--- config.mk ---
export PLATFORM = sky130hd
export DESIGN_NAME = lfsr16
export DESIGN_NICKNAME = d
export VERILOG_FILES = /design/src/rtl/bus_tg_pkg.sv /design/src/rtl/bus_traffic_checker_lfsr16.sv
export SDC_FILE = /design/constraint.sdc
export NUM_CORES = 1
export LEC_CHECK = 0
export BUFFER_PORTS_ARGS = -buffer_cell sky130_fd_sc_hd__buf_2
export CAP_MARGIN = 20
export CELL_PAD_IN_SITES_DETAIL_PLACEMENT = 2
export CELL_PAD_IN_SITES_GLOBAL_PLACEMENT = 2
export CORE_MARGIN = 3
export CORE_UTILIZATION = 31
export DETAILED_ROUTE_END_ITERATION = 10
export PLACE_DENSITY_LB_ADDON = 0.12
export SLEW_MARGIN = 20
export SYNTH_ARGS = -nofsm -noshare
export SYNTH_HDL_FRONTEND = slang
export SYNTH_SLANG_ARGS = --single-unit
export TNS_END_PERCENT = 30
--- constraint.sdc ---
create_clock -name clk -period 3.4 [get_ports clk]
set_input_delay 0.34 -clock clk [delete_from_list [all_inputs] [get_ports clk]]
set_output_delay 0.34 -clock clk [all_outputs]
set_load 0.02 [all_outputs]
--- src/rtl/bus_tg_pkg.sv ---
// rtl/bus_tg_pkg.sv - shared state encoding, LFSR constants and helpers for the bus traffic checker
package bus_tg_pkg;

  typedef enum logic [2:0] {
    ST_IDLE,
    ST_GEN,
    ST_WR_REQ,
    ST_WR_WAIT,
    ST_RD_REQ,
    ST_RD_WAIT,
    ST_CHECK,
    ST_DONE
  } state_e;

  localparam logic [15:0] LFSR_TAPS = 16'hB400;

  // One step of the 16-bit Galois LFSR (right shift, taps XORed in on a 1 out).
  function automatic logic [15:0] lfsr_next(input logic [15:0] cur);
    lfsr_next = {1'b0, cur[15:1]} ^ (cur[0] ? LFSR_TAPS : 16'h0000);
  endfunction

  // Width of the device-ID field; at least one bit so the slice is never empty.
  function automatic int dev_id_width(input int num_slaves);
    dev_id_width = (num_slaves > 1) ? $clog2(num_slaves) : 1;
  endfunction

endpackage

--- src/rtl/bus_traffic_checker_lfsr16.sv ---
// rtl/bus_traffic_checker_lfsr16.sv - 16-bit Galois LFSR with seed load and 1-/2-step look-ahead
// clk, rst : clock, asynchronous active-high reset (state returns to SEED)
// load     : reload SEED (wins over adv2)
// adv2     : advance the register by two steps
// step1/2  : register value after one / two steps
module lfsr16
  import bus_tg_pkg::*;
#(
  parameter logic [15:0] SEED = 16'hACE1
) (
  input  logic        clk,
  input  logic        rst,
  input  logic        load,
  input  logic        adv2,
  output logic [15:0] step1,
  output logic [15:0] step2
);
  logic [15:0] lfsr_q, lfsr_d;

  always_comb begin
    step1  = lfsr_next(lfsr_q);
    step2  = lfsr_next(step1);
    lfsr_d = lfsr_q;
    if (load) begin
      lfsr_d = SEED;
    end else if (adv2) begin
      lfsr_d = step2;
    end
  end

  always_ff @(posedge clk or posedge rst) begin
    if (rst) lfsr_q <= SEED;
    else     lfsr_q <= lfsr_d;
  end
endmodule

==> results of run 1 <==
==> metrics by stage <==
| stage | cell area (sq um) | setup slack (ns) | power [mW] | hold WS, ns |
|---|---|---|---|---|
| floorplan | 948 | 1.75 | 0.361 | 0.248 |
| global placement | 928 | 1.92 | 0.369 | 0.472 |
| detailed placement | 928 | 1.91 | 0.372 | 0.460 |
| CTS | 965 | 1.56 | 0.506 | 0.128 |
| global route | 965 | 1.52 | 0.527 | 0.141 |
| finish | 965 | 1.59 | 0.493 | 0.118 |
==> path summary, 6_finish.rpt <==
path                                        from                      to  depth (start not counted)
max                        lfsr_q[0]$_DFFE_PP1P_               step2[12]                          2
min                                          rst   lfsr_q[4]$_DFFE_PP0P_                          2
max reg2reg                lfsr_q[0]$_DFFE_PP1P_  lfsr_q[12]$_DFFE_PP0P_                          3
min reg2reg                lfsr_q[2]$_DFFE_PP0P_   lfsr_q[0]$_DFFE_PP1P_                          1
max in group asynchronous                    rst   lfsr_q[1]$_DFFE_PP0P_                          2
min in group clk                            load   lfsr_q[4]$_DFFE_PP0P_                          2
==> placed cells by master (no fill, tap or decap) <==
master / count
clkbuf_8: 1
buf_2: 35
nor2b_1: 7
mux2i_1: 8
xor3_2: 1
a211o_1: 8
inv_1: 1
dfstp_2: 8
and2b_1: 1
nor2_1: 8
xor2_1: 5
dfrtp_1: 8
clkbuf_4: 3
==> cells by family (layout without fill, tap and decap cells) <==
kind of cell / Yosys count / after routing / share of synthesized area
AND/OR/NAND/NOR: 16 / 16 / 0.0858
AO/OA/AOI/OAI: 8 / 8 / 0.0739
multiplexers: 8 / 8 / 0.0844
XOR/XNOR: 6 / 6 / 0.0726
buffers and inverters: 32 / 40 / 0.251
flip-flops: 16 / 16 / 0.433
==> routing by layer <==
layer,vias to the layer above,part of all wire
met5,-,0
met4,0,0.016
met3,4,0.077
met2,23,0.45
met1,294,0.45
li1,268,-
==> power by group <==
group	internal (mW)	switching [mW]	total [mW]
logic	0.0495	0.0888	0.138
clock network	0.0653	0.0631	0.128
registers	0.211	0.0156	0.227
==> cell type report <==
| type | count | share of cell area |
|---|---|---|
| Multi-Input combinational cell | 38 | 0.311 |
| Clock buffer | 4 | 0.0376 |
| Inverter | 1 | 0.00389 |
| Tap cell | 31 | 0.0402 |
| Sequential cell | 16 | 0.425 |
| Timing Repair Buffer | 35 | 0.182 |
==> worst reg2reg max path, stage by stage, from the launching register on <==
cell and delay, ns:
dfstp_2 0.64, xor3_2 0.37, mux2i_1 0.14, nor2_1 0.05
==> reports/metrics.yaml, run 1 <==
firstDrtPassIters: 2
crit_buf_inv: 1
synth_edf_count: 0
drc_errors: 0
path_cells: "xor3_2 -> buf_2"
antenna_found_initial: 0
final-hold-violation-count: 0
hold_class: "primary input to asynchronous set/reset pin"
num_antenna_cells: 0
hold_buffers: 0
synth_area_per_cell_sq_um: 11.0
yosys.area.top_type: "dfstp_2"
fp.dieH_microns: 61.3
htree_levels: 1
ir_drop_mv: 0.159
clk_latency_ns: 0.29
routed_wl_mm: 1.90
maxCapViolCount: 0
nets: 99
synth_async_sr_flop_share: 1.00
gp_congestion: 0.646
port_buffers: 35
finalCritPeriodShare: 0.532
grt_usage: 0.112
avgViaCountPerCell: 4.71
worstPathRequired_ns: 3.06
chipWidth_microns: 61.3
tns_ns: 0
ys_seq_area_frac: 0.433
syn_area_sq_um: 948
busiest_layer: "met2"
utilization: 0.341
min_period_ns: 1.81
timing.fmax_ghz: 0.552
clock_path_buffers: 2
drive_above_1_share: 0.511
overflow: 0
multi_input_area_sq_um: 300
power.leakage_nw: 0.516
dp_hpwl_mm: 1.32
ff_latch_area_sq_um: 410
num_io_pins: 36
critPathMaxStageDelay_ns: 0.64
areaGrowthSynthToFinish_pct: 1.71
grt_max_degree: 25
post-place-cells: 121
gr-usage-met2: 0.175
synth_nets: 90
arrival_ns: 1.47
cts_buffers: 3
top_regs: "lfsr_q: 16 flops"
drtIter0Drc: 15
netlist.area_leader.share: 0.222
outcome: "completed"
ys.flop_type: "dfstp_2"
yosysWarnings: 0
finalMaxSlewViolations: 0
regMostFlops: "lfsr_q"
reg2reg_slack_ns: 2.08
rows: 19
fillers: 318
worst_pin_slew_ns: 0.647
use_met1: 0.133
synth_most_common_cell: "buf_4"
ant_nets: 0
start_util: 0.335
post_cts_resized: 0
clk_pin_slew_ns: 0.10
vias: 589
crit_slowest_cell: "dfstp_2"
setup_violations: 0
grt_util_met3: 0.0440
skew_ns: 0.00316
worstSetupPathType: "flop to primary output"
slew_headroom: 0.568
synth_area_leaders: "dfstp_2 22%, buf_4 21%, dfrtp_1 21%"
synth_cell_types: 14
cts-root-buf: "clkbuf_4"
final_cells: 125
cts.sinks: 16
worstSetupEndpointType: "primary output"
post_cts_buffers: 0
grt_pass1_vias: 575
largest_reg_flops: 16
core_area_sq_mm: 0.00283
grt_setup_unrepaired: "false"
wl_per_cell_microns: 15.2
ys_ff_latch: 16
critPathMaxFanout: 8
crit_family: "flip-flops"
grt_pass1_wl_mm: 2.96
design.die.area_sq_mm: 0.00376
worst_setup_path_start_kind: "flop"
cts_tree: "yes"
power_density_mw_per_mm2: 512
syn_inst: 86
(Power assumes the default switching activity.)
==> run 2: changes to the inputs <==
Settings changed: CORE_UTILIZATION 31 to 29.
Clock period 3.4 ns to 1.79 ns, I/O delays scaled along.
==> run 2 against run 1 <==
  * Hold slack better by 0.15 ns
  * Worst setup slack worse by 1.4 ns
  * Critical endpoint unchanged
  * Non-clock buffer count is 1 higher
==> reports/metrics.yaml, run 2 (synthesis results as in run 1) <==
firstDrtPassIters: 2  # unchanged
grt_pass1_wl_mm: 3.08  # +4.0%
final-hold-violation-count: 0  # unchanged
drtIter0Drc: 11  # -4
design.die.area_sq_mm: 0.00399  # +6.2%
worst_setup_path_start_kind: "flop"
chipWidth_microns: 63.2  # +3.1%
nets: 100  # +1.0%
critPathMaxFanout: 8  # unchanged
utilization: 0.322  # -0.0190
finalMaxSlewViolations: 0  # unchanged
htree_levels: 1  # unchanged
post_cts_resized: 0  # unchanged
outcome: "completed"
worstPathRequired_ns: 1.61  # -1.45 ns
overflow: 0  # unchanged
dp_hpwl_mm: 1.29  # -2.2%
largest_reg_flops: 16  # unchanged
fp.dieH_microns: 63.2  # +3.1%
grt_setup_unrepaired: "false"
critPathMaxStageDelay_ns: 0.64  # about the same
maxCapViolCount: 0  # unchanged
busiest_layer: "met2"
final_common_cell: "buf_2"
clk_latency_ns: 0.28  # about the same
worstHoldStart: "load"
wl_per_cell_microns: 13.4  # -12%
crit_buf_inv: 1  # unchanged
worstHoldEndpoint: "lfsr_q[9]$_DFFE_PP0P_"
setup_violations: 0  # unchanged
routed_wl_mm: 1.86  # -1.7%
cts-root-buf: "clkbuf_4"
areaGrowthSynthToFinish_pct: 4.49
timing.fmax_ghz: 0.610
crit_slowest_cell: "dfstp_2"
regMostFlops: "lfsr_q"
grt_usage: 0.0995  # -0.0122
clk_pin_slew_ns: 0.10  # about the same
path_cells: "xor3_2 -> buf_2"
crit_family: "flip-flops"
finalCritPeriodShare: 0.916
gp_congestion: 0.651  # +0.77%
top_regs: "lfsr_q: 16 flops"
drc_errors: 0  # unchanged
fillers: 372  # +17%
cts.sinks: 16  # unchanged
post_cts_buffers: 0  # unchanged
drive_above_1_share: 0.505  # -0.00538
power_density_mw_per_mm2: 944  # +85%
num_io_pins: 36  # unchanged
grt_max_degree: 25  # unchanged
ir_drop_mv: 0.246  # +54%
hold_class: "primary input to flop"
ant_nets: 0  # unchanged
antenna_found_initial: 0  # unchanged
start_util: 0.308  # -0.0271
min_period_ns: 1.64
cts_buffers: 3  # unchanged
use_met1: 0.127  # -0.00592
worst_pin_slew_ns: 0.647  # -0.000411 ns
r2r_start: "lfsr_q[0]$_DFFE_PP1P_"
grt_util_met3: 0.0357  # -0.00837
clock_path_buffers: 2  # unchanged
arrival_ns: 1.46  # about the same
port_buffers: 35  # unchanged
num_antenna_cells: 0  # unchanged
rows: 20  # +1
vias: 578  # -1.9%
reg2reg_slack_ns: 0.48  # -1.60 ns
core_area_sq_mm: 0.00308  # +8.8%
cts_tree: "yes"
reg2reg_to: "lfsr_q[12]$_DFFE_PP0P_"
slew_headroom: 0.568  # about the same
power.leakage_nw: 0.521  # +0.81%
worstSetupEndpointType: "primary output"
skew_ns: 0.00432  # +0.00116 ns
gr-usage-met2: 0.153  # -0.0224
tns_ns: 0  # unchanged
worstHoldPathCells: 2
avgViaCountPerCell: 4.16  # -12%
worstSetupPathType: "flop to primary output"
reg2regPathDepth: 3  # unchanged
grt_pass1_vias: 567  # -1.4%
-- run 2: cell types whose count changed in the layout (fill, tap and decap cells not counted) --
cell,change
dlygate4sd3_1,+1
-- run 2: per-layer routing --
| layer | part of all wire | up-vias |
|---|---|---|
| met5 | 0 | - |
| met4 | 0.0091 | 0 |
| met3 | 0.086 | 2 |
| met2 | 0.44 | 23 |
| met1 | 0.46 | 282 |
| li1 | - | 271 |
-- run 2: final cells by class --
| class | instances | area [sq um] | area share |
|---|---|---|---|
| timing repair buffer | 36 | 185 | 0.187 |
| sequential | 16 | 410 | 0.414 |
| clock buffer | 4 | 36.3 | 0.0366 |
| tap | 44 | 55.1 | 0.0556 |
| inverter | 1 | 3.75 | 0.00379 |
| multi-input combinational | 38 | 300 | 0.303 |
-- run 2: where the power goes --
group,switching (mW),leakage [nW],internal (mW)
clock,0.117,0.0210,0.124
sequential,0.0293,0.190,0.401
combinational,0.169,0.310,0.0955
-- run 2: worst max-delay path by stage --
stage,depth (start not counted),endpoint,slack (ns),startpoint
floorplan,3,step2[11],0.30,lfsr_q[0]$_DFFE_PP1P_
global placement,2,step2[12],0.49,lfsr_q[0]$_DFFE_PP1P_
detailed placement,2,step2[12],0.46,lfsr_q[0]$_DFFE_PP1P_
CTS,2,step2[12],0.13,lfsr_q[0]$_DFFE_PP1P_
global route,2,step2[12],0.05,lfsr_q[0]$_DFFE_PP1P_
finish,2,step2[12],0.15,lfsr_q[0]$_DFFE_PP1P_
-- run 2: through the flow --
| stage | setup slack (ns) | cells | area, sq um | total power, mW | hold WS, ns |
|---|---|---|---|---|---|
| after global routing | 0.0537 | 139 | 991 | 1.00 | 0.268 |
| after global placement | 0.487 | 134 | 945 | 0.700 | 0.309 |
| after CTS | 0.125 | 139 | 991 | 0.963 | 0.261 |
| after floorplan | 0.300 | 86 | 948 | 0.686 | 0.0870 |
| final | 0.151 | 139 | 991 | 0.936 | 0.265 |
| after detailed placement | 0.460 | 134 | 945 | 0.706 | 0.313 |
-- run 2: what timing repair did --
| item | in CTS | in global routing |
|---|---|---|
| endpoints found under the setup margin | 0 | 0 |
| endpoints found under the hold margin | 8 | 0 |
| hold buffers | 1 | 0 |
